`src/rtl/whac_pkg.sv`:
```
// whac_pkg: shared game-state type, score-word limits and hit-points multiplier function
package whac_pkg;
  typedef enum logic [1:0] {IDLE, PLAYING, GAME_OVER} game_state_t;
  localparam int unsigned SCORE_INC_W = 7;
  localparam int unsigned SCORE_INC_MAX = 99;
  function automatic logic [SCORE_INC_W-1:0] mult_pts(input int unsigned combo, input int unsigned base,
                                                      input int unsigned step, input int unsigned max_mult);
    int unsigned mult;
    int unsigned prod;
    mult = 1 + combo / step;
    mult = mult > max_mult ? max_mult : mult;
    prod = base * mult;
    return prod > SCORE_INC_MAX ? SCORE_INC_W'(SCORE_INC_MAX) : SCORE_INC_W'(prod);
  endfunction
endpackage

```
`src/rtl/game_timer.sv`:
```
// game_timer: loadable round down-counter; load restarts at LOAD, dec counts down stopping at zero, zero flags expiry
module game_timer #(
  parameter int LOAD = 60,
  localparam int W = $clog2(LOAD + 1)
) (
  input  logic         clk,
  input  logic         rst,
  input  logic         load,
  input  logic         dec,
  output logic [W-1:0] count,
  output logic         zero
);
  assign zero = count == '0;
  always_ff @(posedge clk)
    if (rst || load) count <= W'(LOAD);
    else if (dec && !zero) count <= count - 1'b1;
endmodule

```
`src/rtl/score_controller.sv`:
```
// score_controller: whac-a-mole game FSM, round countdown and combo scoring; in clk/rst/start/tick/hit/miss, out score_increase/score_rst/combo_count/time_left/game_active/game_over
module score_controller
  import whac_pkg::*;
#(
  parameter int GAME_SECONDS = 60,
  parameter int BASE_POINTS = 10,
  parameter int COMBO_STEP = 5,
  parameter int MAX_MULT = 5,
  parameter int COMBO_WIDTH = 7,
  localparam int TW = $clog2(GAME_SECONDS + 1)
) (
  input  logic                   clk,
  input  logic                   rst,
  input  logic                   start,
  input  logic                   tick,
  input  logic                   hit,
  input  logic                   miss,
  output logic [SCORE_INC_W-1:0] score_increase,
  output logic                   score_rst,
  output logic [COMBO_WIDTH-1:0] combo_count,
  output logic [TW-1:0]          time_left,
  output logic                   game_active,
  output logic                   game_over
);
  game_state_t r_state, w_next;
  logic [SCORE_INC_W-1:0] r_inc, w_inc;
  logic [COMBO_WIDTH-1:0] r_combo, w_combo;
  logic r_srst;
  logic w_play, w_start_ok, w_zero;
  assign w_play = r_state == PLAYING;
  assign w_start_ok = start && !w_play;
  game_timer #(.LOAD(GAME_SECONDS)) u_timer (
    .clk  (clk),
    .rst  (rst),
    .load (w_start_ok),
    .dec  (tick && w_play),
    .count(time_left),
    .zero (w_zero)
  );
  always_ff @(posedge clk)
    if (rst) begin
      r_state <= IDLE;
      r_inc <= '0;
      r_combo <= '0;
      r_srst <= 1'b0;
    end else begin
      r_state <= w_next;
      r_inc <= w_inc;
      r_combo <= w_combo;
      r_srst <= w_start_ok;
    end
  always_comb
    w_next = w_start_ok ? PLAYING :
             (w_play && ((tick && time_left == TW'(1)) || w_zero)) ? GAME_OVER : r_state;
  // a hit beats a simultaneous miss; outside PLAYING the streak is frozen until the next start clears it
  always_comb begin
    w_inc = (w_play && hit) ? mult_pts(32'(r_combo), BASE_POINTS, COMBO_STEP, MAX_MULT) : '0;
    w_combo = w_start_ok ? '0 :
              !w_play ? r_combo :
              hit ? (&r_combo ? r_combo : r_combo + 1'b1) :
              miss ? '0 : r_combo;
  end
  assign score_increase = r_inc;
  assign score_rst = r_srst;
  assign combo_count = r_combo;
  assign game_active = w_play;
  assign game_over = r_state == GAME_OVER;
endmodule

```
`config.mk`:
```
export PLATFORM = sky130hd
export DESIGN_NAME = score_controller
export DESIGN_NICKNAME = d
export VERILOG_FILES = /design/src/rtl/whac_pkg.sv /design/src/rtl/game_timer.sv /design/src/rtl/score_controller.sv
export SDC_FILE = /design/constraint.sdc
export NUM_CORES = 1
export LEC_CHECK = 0
export CAP_MARGIN = 40
export CELL_PAD_IN_SITES_DETAIL_PLACEMENT = 0
export CELL_PAD_IN_SITES_GLOBAL_PLACEMENT = 1
export CORE_ASPECT_RATIO = 0.9
export CORE_MARGIN = 1.5
export CORE_UTILIZATION = 38
export CTS_CLUSTER_DIAMETER = 150
export DETAILED_ROUTE_END_ITERATION = 10
export GPL_ROUTABILITY_DRIVEN = 0
export PLACE_DENSITY = 0.83
export SYNTH_ARGS = -nofsm -noshare
export SYNTH_HDL_FRONTEND = slang
export SYNTH_SLANG_ARGS = --single-unit
```
`constraint.sdc`:
```
create_clock -name clk -period 6.4 [get_ports clk]
set_input_delay 0.96 -clock clk [delete_from_list [all_inputs] [get_ports clk]]
set_output_delay 0.96 -clock clk [all_outputs]
set_load 0.05 [all_outputs]
```
After elaboration in Yosys (flattened, before gate mapping) --
Index checks and enable logic that the tools add are counted.
Cells by class: bitwise logic cells 1, reductions and logical operators 18, add/sub/neg operators 3, multipliers 1, muxes and demuxes 7, equality and inequality tests 4, div/mod/pow operators 1, $lt $le $gt $ge 2
Operators by type and width (count):
- adder 1 x 32 -> 32 bit, first input constant | 1
- divider 7 x 3 -> 32 bit, second input constant | 1
- greater-than comparator 32 x 3 -> 1 bit, second input constant | 1
- greater-than comparator 32 x 7 -> 1 bit, second input constant | 1
- multiplier 3 x 32 -> 31 bit, first input constant | 1
- 2-to-1 mux 32 bit | 1
- 2-to-1 mux 7 bit | 4
- adder 7 x 1 -> 7 bit, second input constant | 1
- AND reduction 7 bit | 1
- equality test 6 x 1 -> 1 bit, second input constant | 1
- logical AND 1 bit | 6
- zero test 6 bit | 1
- subtractor 6 x 1 -> 6 bit, second input constant | 1
- nonzero test 2 bit | 2
- OR reduction 2 bit | 2
- AND reduction 3 bit | 1
- OR reduction 3 bit | 1
- equality test 2 x 1 -> 1 bit, second input constant | 1
- equality test 2 bit, second input constant | 1
- zero test 1 bit | 2
- logical OR 1 bit | 2
- 2-to-1 mux 1 bit | 2
- != test 2 bit, second input constant | 1
- NOT 1 bit | 1
Word-level totals: register bits after elaboration 23, output and inout bits 23, input port bits 6, word-level logic and storage cells 44

Logic depth before layout (Yosys ltp) --
depth after elaboration 7, depth in mapped cells 37, gate-level depth less buffers 36

Hierarchy --
From an unflattened synthesis, not the netlist that was laid out.
Unflattened totals: cells, all modules 338, area, all modules 2645.0 um2
By module, submodules not included:
- score_controller | instances 1, cells each 304, seq. area each 340.3 um2, area each 2334.7 um2
- game_timer | instances 1, cells each 34, seq. area each 120.1 um2, area each 310.3 um2

Worst setup path before layout --
Ideal clock, no wire load.
path kind reg-to-reg, from register r_combo[4] (netlist: combo_count[4]), to register r_inc[0] (netlist: score_increase[0]), arrival time 6309 ps, cell stages (with the launch flop) 32, period minus slack after synthesis 6425 ps, slack -25 ps, buffers on the path 0, library setup time 116 ps, data required time 6284 ps, path through dfxtp_1 > nor2_2 > inv_1 > ha_1 > and2b_1 > xnor2_1 > o211ai_1 > nor3_1 > xnor2_1 > ha_1 > and3_1 > a221oi_1 > o211ai_2 > mux2_4 > o22ai_4 > inv_2 > ha_1 > nor2_1 > nor2_1 > mux2i_1 > o22ai_1 > nand2_1 > mux2i_1 > and2_1 > ha_1 > ha_1 > fa_1 > xor2_1 > and3_1 > o211ai_1 > nand2_1 > a41o_1
Between the ends: cells in the longest elaborated chain, start to end 7
RTL lines:
- start: declaration | RTL line score_controller.sv:27 | logic [COMBO_WIDTH-1:0] r_combo, w_combo;
- start signal: assignment | RTL line score_controller.sv:49 | r_combo <= w_combo;
- divider 7 x 3 -> 32 bit * | RTL line whac_pkg.sv:10 | mult = 1 + combo / step;
- adder 1 x 32 -> 32 bit * | RTL line whac_pkg.sv:10
- greater-than comparator 32 x 3 -> 1 bit | RTL line whac_pkg.sv:11 | mult = mult > max_mult ? max_mult : mult;
- 2-to-1 mux 32 bit * | RTL line whac_pkg.sv:11
- multiplier 3 x 32 -> 31 bit * | RTL line whac_pkg.sv:12 | prod = base * mult;
- greater-than comparator 32 x 7 -> 1 bit * | RTL line whac_pkg.sv:13 | return prod > SCORE_INC_MAX ? SCORE_INC_W'(SCORE_INC_MAX) : SCORE_INC_W'(prod);
- 2-to-1 mux 7 bit * | RTL line whac_pkg.sv:13
- end signal: assignment | RTL line score_controller.sv:48 | r_inc <= w_inc;
- end: declaration | RTL line score_controller.sv:26 | logic [SCORE_INC_W-1:0] r_inc, w_inc;
Mark *: on every way between the ends. The rest lies on a longest branch, timed or not. A chain may end at the register's enable or synchronous reset.

Worst setup path in the final report --
Ends and elaborated chain as after synthesis.

==> qor.yml <==
status: "completed"
worst-path-stages: 31
report.final.slew_viol_count: 0
antenna_found_initial: 0
row_count: 26
nets: 358
clkTransAtPathRegs_ns: 0.09
synth.cell_area_um2: 2330
yosysWarnings: 0
min_delay_path_depth: 2
fp.dieW_um: 85.5
clk_latency_ns: 0.27
vias: 2248
worst_r2r_endpoint: "score_increase[0]$_SDFF_PP0_"
drt_wl_total_um: 5770
track_usage_pct: 17.3
crit_top_cell: "ha_1"
place_ws_ns: 0.130
cts_tree: "built"
synthToLayoutAreaGrowth_pct: 22.7
hold_violations: 0
design_area_um2: 2860
synth_edf_count: 0
cp.arrival_ns: 6.16
dp_hpwl_um: 4290
first_pass_iters: 4
cap_violations: 0
yosys_register_bits: 23
drt_iter0_markers: 139
wire_per_inst_um: 14.4
worst_path_largest_cell_delay_ns: 0.39
dpl-instance-area_um2: 2730
cp.required_ns: 6.55
finalWorstSetupSlack_ns: 0.395
root_buffer: "clkbuf_8"
n_antenna_cell: 0
synth_area_per_cell_um2: 8.02
r2r_start: "combo_count[4]$_SDFFE_PP0P_"
hp-start: "r_state[1]$_SDFFE_PP0P_"
cts_hold_buf: 0
min_path_type: "register to register"
r2r_slack_ns: 0.40
yosys.area_share.adder_pct: 11.5
route.detailed.drc: 0
p_total_uw: 283
synth_top_family_by_area: "simple AND/OR/NAND/NOR gates"
overflow: 0
period_share_pct: 93.8
leakage_nw: 1.12
cts_sinks: 23
num-fill-cells: 559
cts_buffer_depth: 2
portBuffers: 28
cp_top_family: "adder cells"
io_pins: 29
grt_pass1_vias: 2068
ir_worst_vdd_mv: 0.131
synth_compound_area_share_pct: 25.5
synthArstFlopShare_pct: 0
worstMarginPinSlew_ns: 0.554
synth_xor_xnor_area_share_pct: 5.65
endpoint_kind: "register"
grt_start_max_net_pins: 29
yosysUniqueCellTypes: 77
vias_per_cell: 5.61
synthMuxAreaShare_pct: 2.42
finClkSkew_ns: 0.0128
setup.worst_path.class: "register to register"
fin_setup_tns_ns: 0
seq_area_frac_synth_pct: 19.8
grt_pass1_wl_um: 9560
cp-start-kind: "register"
dieArea_um2: 6600
ff2ff_path_depth: 31
syn_inst: 290
fp.coreArea_um2: 5790
worst-path-max-fanout: 6
cp_slowest_cell: "fa_1"
synth_ff_type: "dfxtp_1"
die_y_um: 77.2
ant_nets: 0
fin_crit_ns: 6.00
worstHoldEndpoint: "r_state[1]$_SDFFE_PP0P_"
cts_buffers: 3
initial_utilization_pct: 40.2
setup_viol: 0
drive_above_1_share_pct: 14.5
fmax_ghz: 0.167
h-tree-depth: 1
powerDensity_nw_per_um2: 99.1
maxSlewHeadroom_pct: 63.1
crit_buf_inv: 2
synth-simple-area-share_pct: 29.4
-- cells in the final DEF (no fill, tap or decap), types with 6 or more instances in the layout --
master	netlist	layout
ha_1	19	17
nand2b_1	8	8
inv_1	9	9
xnor2_1	10	9
dfxtp_1	23	22
and2_1	8	8
nand3_1	6	6
and3_1	6	6
o21ai_0	7	7
nor2_1	28	28
a21oi_1	12	11
clkdlybuf4s50_1	0	28
nand2_1	26	26
buf_4	4	18
nor3_1	7	6
-- worst max-delay path by stage --
stage	from	end	slack [ns]
2_1_floorplan	combo_count[5]$_SDFFE_PP0P_	score_increase[0]$_SDFF_PP0_	0.004
3_3_place_gp	combo_count[4]$_SDFFE_PP0P_	score_increase[0]$_SDFF_PP0_	0.26
3_5_place_dp	combo_count[4]$_SDFFE_PP0P_	score_increase[0]$_SDFF_PP0_	0.13
4_1_cts	combo_count[4]$_SDFFE_PP0P_	score_increase[0]$_SDFF_PP0_	0.09
5_1_grt	combo_count[4]$_SDFFE_PP0P_	score_increase[0]$_SDFF_PP0_	-0.02
6_report	combo_count[4]$_SDFFE_PP0P_	score_increase[0]$_SDFF_PP0_	0.40
-- cell families (layout without fill, tap and decap cells) --
logic type               after synthesis  in the layout
AND/OR/NAND/NOR                      126            126
AO/OA/AOI/OAI                         74             74
buffers and inverters                 25             62
flip-flops                            23             23
adder cells (fa/ha/maj)               21             21
XOR/XNOR                              15             15
multiplexers                           5              5
other                                  1              5
-- flip-flops by register name, summed over array words and instances (netlist names) --
signal and count:
score_increase 7, u_timer.count 6, r_state 2, combo_count 7
score_rst 1
-- cells in the mapped netlist (3+ instances only) --
cell type | number | area (µm²)
a211oi_1 | 3 | 22.5
a21boi_0 | 3 | 22.5
a21oi_1 | 12 | 60.1
a31oi_1 | 4 | 25.0
and2_1 | 8 | 50.1
and3_1 | 6 | 37.5
buf_2 | 5 | 25.0
buf_4 | 4 | 30.0
dfxtp_1 | 23 | 460
ha_1 | 19 | 238
inv_1 | 9 | 33.8
inv_2 | 3 | 11.3
mux2i_1 | 3 | 30.0
nand2_1 | 26 | 97.6
nand2b_1 | 8 | 50.1
nand3_1 | 6 | 30.0
nand3b_1 | 5 | 37.5
nor2_1 | 28 | 105
nor2b_1 | 5 | 31.3
nor3_1 | 7 | 35.0
o21ai_0 | 7 | 35.0
o21ai_1 | 3 | 15.0
or3_1 | 3 | 18.8
xnor2_1 | 10 | 87.6
xor2_1 | 5 | 43.8
-- layout make-up --
| class | instances | area (µm²) | share of cell area, % |
|---|---|---|---|
| multi-input combinational | 246 | 1800 | 63.0 |
| sequential | 23 | 462 | 16.2 |
| timing repair buffer | 46 | 415 | 14.5 |
| tap | 70 | 87.6 | 3.07 |
| inverter | 12 | 45.0 | 1.58 |
| clock buffer | 3 | 41.3 | 1.45 |
| clock inverter | 1 | 5.00 | 0.175 |
-- per-stage QoR --
stage | instances | hold slack, ns | utilization, %
2_1_floorplan | 294 | 0.446 | -
3_3_place_gp | 393 | 0.462 | 47.2
3_5_place_dp | 393 | 0.479 | 47.2
4_1_cts | 397 | 0.499 | 48.0
5_1_grt | 401 | 0.542 | 49.3
6_report | 401 | 0.500 | 49.3
-- worst min-delay path, delay by kind of cell (launching register included) --
kind             cells  cell delay (ns)
DFF                  1             0.33
and+or+nand+nor      2             0.14
-- power by group --
part | switching [mW] | internal (mW) | leakage (nW)
sequential | 0.00260 | 0.146 | 0.187
clock | 0.0464 | 0.0434 | 0.0255
combinational | 0.0274 | 0.0171 | 0.909
-- repair_timing --
item | CTS | global route
buffers inserted | 0 | 4
gates resized for setup | 0 | 8
setup endpoints to repair | 0 | 5
-- layer usage --
metal  GRT usage (%)  routed length (µm)  vias up
met3            2.15                 293        7
li1                -                   -     1137
met2            27.8                2620       68
met4            4.19                  68        0
met5               0                   0        -
met1            24.5                2790     1036
Note: power is estimated with default switching activity, not from simulation.
